<file path="config.mk">
export PLATFORM = sky130hd
export DESIGN_NAME = pix_unpack
export DESIGN_NICKNAME = d
export VERILOG_FILES = /design/src/rtl/pix_unpack_pkg.sv /design/src/rtl/pix_unpack_fifo.sv /design/src/rtl/pix_unpack.sv
export SDC_FILE = /design/constraint.sdc
export NUM_CORES = 1
export LEC_CHECK = 0
export ABC_AREA = 1
export CAP_MARGIN = 30
export CORE_ASPECT_RATIO = 1.4
export CORE_UTILIZATION = 53
export DETAILED_ROUTE_END_ITERATION = 10
export PLACE_DENSITY = 0.78
export REMOVE_ABC_BUFFERS = 1
export SETUP_SLACK_MARGIN = 0.02
export SLEW_MARGIN = 20
export SYNTH_ARGS = -nofsm -noshare
export SYNTH_HDL_FRONTEND = slang
export SYNTH_SLANG_ARGS = --single-unit
</file>
<file path="constraint.sdc">
create_clock -name clk -period 7.4 [get_ports clk]
set_input_delay 1.11 -clock clk [delete_from_list [all_inputs] [get_ports clk]]
set_output_delay 1.11 -clock clk [all_outputs]
set_load 0.05 [all_outputs]
</file>
<file path="src/rtl/pix_unpack_pkg.sv">
// rtl/pix_unpack_pkg.sv - shared constants and IDLE/ACTIVE state encoding for pix_unpack
package pix_unpack_pkg;

   localparam int VRAM_WORD_W   = 128;
   localparam int BYTE_PER_WORD = 16;

   typedef enum logic {
      IDLE   = 1'b0,
      ACTIVE = 1'b1
   } state_t;

   // Number of output pixel groups carried by one VRAM word.
   function automatic int lanes_per_word(input int out_w);
      return VRAM_WORD_W / out_w;
   endfunction

endpackage

</file>
<file path="src/rtl/pix_unpack_fifo.sv">
// rtl/pix_unpack_fifo.sv - synchronous word buffer with occupancy count and flush
module pix_unpack_fifo #(
   parameter  int WIDTH = 128,
   parameter  int DEPTH = 4,
   localparam int AW    = $clog2(DEPTH),
   localparam int CW    = $clog2(DEPTH) + 1
) (
   input  logic             clk,
   input  logic             rst_n,
   input  logic             flush,
   input  logic             wr_en,
   input  logic [WIDTH-1:0] wr_data,
   input  logic             rd_en,
   output logic [WIDTH-1:0] rd_data,
   output logic [CW-1:0]    count,
   output logic             empty
);

   logic [WIDTH-1:0] r_mem [DEPTH];
   logic [AW-1:0]    r_wr_ptr;
   logic [AW-1:0]    r_rd_ptr;
   logic [CW-1:0]    r_count;
   logic             w_full;
   logic             w_wr;
   logic             w_rd;

   assign w_full  = (r_count == CW'(DEPTH));
   assign empty   = (r_count == '0);
   assign count   = r_count;
   assign w_wr    = wr_en && !w_full;
   assign w_rd    = rd_en && !empty;
   // Head word comes straight out of the storage registers, so a word
   // written at one edge is visible for the whole following cycle.
   assign rd_data = r_mem[r_rd_ptr];

   // Pointer and occupancy bookkeeping; flush empties the buffer in one cycle.
   always_ff @(posedge clk) begin
      if (!rst_n || flush) begin
         r_wr_ptr <= '0;
         r_rd_ptr <= '0;
         r_count  <= '0;
      end else begin
         if (w_wr) r_wr_ptr <= r_wr_ptr + AW'(1);
         if (w_rd) r_rd_ptr <= r_rd_ptr + AW'(1);
         r_count <= r_count + CW'(w_wr) - CW'(w_rd);
      end
   end

   // Word storage; contents need no reset since occupancy gates every read.
   always_ff @(posedge clk) begin
      if (w_wr) r_mem[r_wr_ptr] <= wr_data;
   end

endmodule

</file>
<file path="src/rtl/pix_unpack.sv">
// rtl/pix_unpack.sv - VRAM word to pixel-group unpacker; PIX_UNPACK_UNDERRUN_CNT_EN adds underrun_count
module pix_unpack
   import pix_unpack_pkg::*;
#(
   parameter int OUT_W      = 32,
   parameter int FIFO_DEPTH = 4
) (
   input  logic                   clk,
   input  logic                   rst_n,
   input  logic                   enable,
   input  logic                   vsync,
   input  logic [23:0]            frame_bytes,
   input  logic [VRAM_WORD_W-1:0] in_data,
   input  logic                   in_valid,
   output logic                   in_ready,
   output logic [OUT_W-1:0]       out_data,
   output logic                   out_valid,
   input  logic                   out_ready,
   output logic                   out_last,
   output logic                   underrun,
`ifdef PIX_UNPACK_UNDERRUN_CNT_EN
   output logic [15:0]            underrun_count,
`endif
   output logic                   overflow
);

   localparam int LANES      = lanes_per_word(OUT_W);
   localparam int LANE_W     = $clog2(LANES);
   localparam int BEAT_BYTES = OUT_W / 8;
   localparam int CW         = $clog2(FIFO_DEPTH) + 1;

   state_t                   r_state;
   state_t                   w_state_nxt;
   logic [LANE_W-1:0]        r_lane;
   logic [23:0]              r_byte_cnt;
   logic [23:0]              r_frame_bytes;
   logic                     r_underrun;
   logic                     r_overflow;

   logic [VRAM_WORD_W-1:0]   w_head;
   logic [CW-1:0]            w_fifo_count;
   logic                     w_fifo_empty;
   logic                     w_in_ready;
   logic                     w_out_valid;
   logic                     w_last;
   logic                     w_last_lane;
   logic                     w_beat;
   logic                     w_start;
   logic                     w_starve;
   logic                     w_restart;
   logic                     w_flush;
   logic                     w_take;
   logic                     w_wr;
   logic                     w_rd;

   assign w_start     = vsync && enable;
   assign w_in_ready  = (r_state == ACTIVE) && (w_fifo_count < CW'(FIFO_DEPTH));
   assign w_out_valid = (r_state == ACTIVE) && !w_fifo_empty;
   assign w_last      = (r_byte_cnt == r_frame_bytes - 24'(BEAT_BYTES));
   assign w_last_lane = (r_lane == LANE_W'(LANES - 1));
   assign w_beat      = w_out_valid && out_ready;
   assign w_starve    = (r_state == ACTIVE) && out_ready && !w_out_valid;
   assign w_rd        = w_take && w_last_lane;

   assign in_ready  = w_in_ready;
   assign out_valid = w_out_valid;
   assign out_data  = w_head[int'(r_lane)*OUT_W +: OUT_W];
   assign out_last  = w_out_valid && w_last;
   assign underrun  = r_underrun;
   assign overflow  = r_overflow;

   pix_unpack_fifo #(
      .WIDTH (VRAM_WORD_W),
      .DEPTH (FIFO_DEPTH)
   ) u_fifo (
      .clk     (clk),
      .rst_n   (rst_n),
      .flush   (w_flush),
      .wr_en   (w_wr),
      .wr_data (in_data),
      .rd_en   (w_rd),
      .rd_data (w_head),
      .count   (w_fifo_count),
      .empty   (w_fifo_empty)
   );

   // Frame state register.
   always_ff @(posedge clk) begin
      if (!rst_n) r_state <= IDLE;
      else        r_state <= w_state_nxt;
   end

   // Next state and per-cycle control; a restart outranks every other event.
   always_comb begin
      w_state_nxt = r_state;
      w_restart   = 1'b0;
      w_flush     = 1'b0;
      w_take      = 1'b0;
      w_wr        = 1'b0;
      case (r_state)
         IDLE: begin
            if (w_start) begin
               w_state_nxt = ACTIVE;
               w_restart   = 1'b1;
               w_flush     = 1'b1;
            end
         end
         ACTIVE: begin
            if (w_start) begin
               w_restart = 1'b1;
               w_flush   = 1'b1;
            end else if (!enable || (r_frame_bytes == '0)) begin
               w_state_nxt = IDLE;
               w_flush     = 1'b1;
            end else begin
               w_wr   = in_valid && w_in_ready;
               w_take = w_beat;
               if (w_beat && w_last) begin
                  w_state_nxt = IDLE;
                  w_flush     = 1'b1;
               end
            end
         end
         default: begin
            w_state_nxt = IDLE;
            w_flush     = 1'b1;
         end
      endcase
   end

   // Lane, byte counter, latched frame size and sticky status flags.
   always_ff @(posedge clk) begin
      if (!rst_n) begin
         r_lane        <= '0;
         r_byte_cnt    <= '0;
         r_frame_bytes <= '0;
         r_underrun    <= 1'b0;
         r_overflow    <= 1'b0;
      end else if (w_restart) begin
         r_lane        <= '0;
         r_byte_cnt    <= '0;
         r_frame_bytes <= frame_bytes;
         r_underrun    <= 1'b0;
         r_overflow    <= 1'b0;
      end else begin
         if (w_take) begin
            r_lane     <= w_last_lane ? '0 : r_lane + LANE_W'(1);
            r_byte_cnt <= r_byte_cnt + 24'(BEAT_BYTES);
         end
         if (w_starve)               r_underrun <= 1'b1;
         if (in_valid && !w_in_ready) r_overflow <= 1'b1;
      end
   end

`ifdef PIX_UNPACK_UNDERRUN_CNT_EN
   logic [15:0] r_underrun_cnt;

   assign underrun_count = r_underrun_cnt;

   // Saturating count of starved cycles, cleared on restart.
   always_ff @(posedge clk) begin
      if (!rst_n || w_restart)                      r_underrun_cnt <= '0;
      else if (w_starve && (r_underrun_cnt != '1)) r_underrun_cnt <= r_underrun_cnt + 16'd1;
   end
`endif

endmodule

</file>
==> run metrics <==
CTS root buf clkbuf_16; wire per inst a little over 20 µm; commonest non-fill, non-tap cell in the layout edfxtp_1; CTS tree done; PortBufs roughly 190; Die W between 150 and 200 µm; crit path from r_lane[0]$_SDFFE_PP0N_; cell area after layout roughly 0.028 mm²; core area 0.04429 mm²; FF+latch count, synth ~570; Crit path required time 6290 ps; Hold Vio Cnt, Final 0; layout cells sized above 1 under 10%; # rows 91; Post-Syn Instances 1897; period utilization between 60 and 70%; CTS Sinks between 500 and 600; Hold WC Path Type reg -> reg; DRT Pass-1 Iters 5; gr ovfl total 0; RR Startpoint r_frame_bytes[2]$_SDFFE_PN0P_; Clock Skew around 11 ps; H-tree depth 2; worst skew pair latency ~600 ps; RSZ-0062 raised after global routing no; fin util 63.74%; Pins Over Slew Limit 0; Post-DP Area around 0.026 mm²; Initial Util between 50% and 60%; pin count of the biggest net entering global routing between 100 and 150; worst setup path category reg -> out; Slowest cell on crit path dfxtp_4; fin nets roughly 2200; Post CTS Setup Buffer Count 0; CP Capture Type output pin; Die H approximately 250 µm; Pleak just over 0.009 µW; first-pass GRT wire length 83840 µm; Residual DRC 0; CTS Buf Count 53; worst-path fanout max 64; worst vdd ir roughly 0.2 mV; Max Freq a little under 200 MHz; Area contributors post-synth edfxtp_1, mux2i_1, dfxtp_1; hold_buf cts 0; Syn. warnings 0; Critical Path Start Type flip-flop; Total GRT Usage a little under a quarter; Synth area leader edfxtp_1; commonest non-fill, non-tap cells in the layout edfxtp_1, o21ai_0, clkdlybuf4s50_1; Slew @ Worst Pin a little under 1000 ps; die area between 0.04 and 0.05 mm²; Power Total 6602 µW; Synth top area share between 60% and 70%; vias in the first global route roughly 16000; Hold Path Origin overflow$_SDFFE_PP0P_; part of the Yosys area used for sequential elements about 69%; CP Data Arrival Time a little under 4000 ps; final wirelength roughly 55000 µm; status complete, no violations; crit-path cells clkinv_1 > o211ai_1 > nand3_1 > nand2_1 > clkdlybuf4s50_1; Max Cap Viol 0; cell family with the largest share of critical-path delay buffers and inverters; initial antenna violation count 8; # IOs approximately 200; clock slew at reported path FFs ~70 ps; DP HPWL ~33000 µm; clk buf depth 3; minimum clock period 5068 ps; # setup viols final 0; synth unique cells 39; Routed Antenna Nets 0; drt initial violations about 1200; CP peak stage delay between 900 and 1000 ps; GPL Wtd Cong around 0.95; Power Density 233.8 mW/mm²; buffers and inverters on the worst path 2; Post-Syn Area ~0.024 mm²; slew margin rel. between 30% and 40%; Vias ~15000; Area Overhead vs Synth 17.90%; syn avg cell area about 13 µm²; Via density roughly 5.7; Resized cells post-CTS 0
==> cells by family after synthesis <==
kind of cell               after synthesis  synth area share, %
muxes                                  128                5.350
buffers and inverters                  300                4.885
AOI/OAI and AO/OA                      509                12.01
DFF                                    572                69.22
and+or+nand+nor                        339                6.536
xor gates and xnor gates                38                1.390
adders and majority gates               11               0.6061
==> where the power goes <==
| part | internal [µW] | switching [µW] |
|---|---|---|
| Clock | 1590 | 1180 |
| Sequential | 3530 | 14.6 |
| Combinational | 125 | 160 |
| Total | 5250 | 1350 |
==> final cells by class <==
cell class,count,area (µm²)
Timing Repair Buffer,213,2191
Clock buffer,65,1433
Inverter,194,730.7
Fill cell,3173,16060
Tap cell,558,698.2
Sequential cell,572,16590
Clock inverter,33,354.1
Multi-Input combinational cell,1025,6231
Antenna cell,3,7.507
==> worst paths after layout <==
| path | endpoint | slack (ps) | cells after the start |
|---|---|---|---|
| hold reg to reg | overflow$_SDFFE_PP0P_ | 470 | 2 |
| hold / removal | overflow$_SDFFE_PP0P_ | 470 | 2 |
| setup / recovery | out_data[26] | 2330 | 5 |
| setup reg to reg | u_fifo.r_mem[2][117]$_DFFE_PP_ | 3860 | 10 |
==> synthesized netlist by cell type <==
library cell  number
a211oi_1           1
a21oi_1          163
and3_1             1
buf_1             10
buf_2             28
buf_4              2
clkbuf_1          65
clkbuf_2           1
clkinv_1           1
dfxtp_1           60
edfxtp_1         512
fa_1               1
ha_1              10
inv_1            190
inv_2              3
mux2i_1          128
nand2_1          140
nand2_2           10
nand2_4            2
nand3_1           44
nand3_2            3
nand3b_1           4
nand4_1           14
nand4_2            1
nor2_1            83
nor2_2            12
nor2_4             4
nor2_8             1
nor3_1            10
nor3b_1            3
nor4_1             5
o211ai_1         128
o21a_1             1
o21ai_0          213
o21ai_1            2
o21ai_2            1
or2_1              2
xnor2_1           12
xor2_1            26
==> through the flow <==
| step | instances | hold slack [ps] | setup WS [ps] | TNS (ps) |
|---|---|---|---|---|
| floorplan | 1791 | 462.4 | -3121 | -415040 |
| global placement | 2558 | 446.5 | 2500 | 0 |
| detailed placement | 2560 | 459.4 | 2446 | 0 |
| CTS | 2658 | 469.6 | 2256 | 0 |
| global route | 2663 | 506.6 | 2055 | 0 |
| finish | 2663 | 474.8 | 2332 | 0 |
==> layer usage <==
| layer | part of all wire, % | global-route usage, % |
|---|---|---|
| met1 | 38 | 26.81 |
| met2 | 53 | 43.41 |
| met3 | 5.1 | 4.113 |
| met4 | 4.5 | 12.11 |
| met5 | 0.12 | 0 |
==> worst min-delay path, cell delays in order, from the launching register on <==
cell and delay, ps:
dfxtp_1 320, inv_1 50, a21oi_1 50
==> state kept, by name (all words and copies together), names as in the netlist, named ones only <==
register         flops
overflow             1
r_byte_cnt          22
r_frame_bytes       24
r_lane               2
r_state              1
u_fifo.count         3
u_fifo.r_mem       512
u_fifo.r_rd_ptr      2
u_fifo.r_wr_ptr      2
underrun             1
Power figures use the tool's default switching activity.
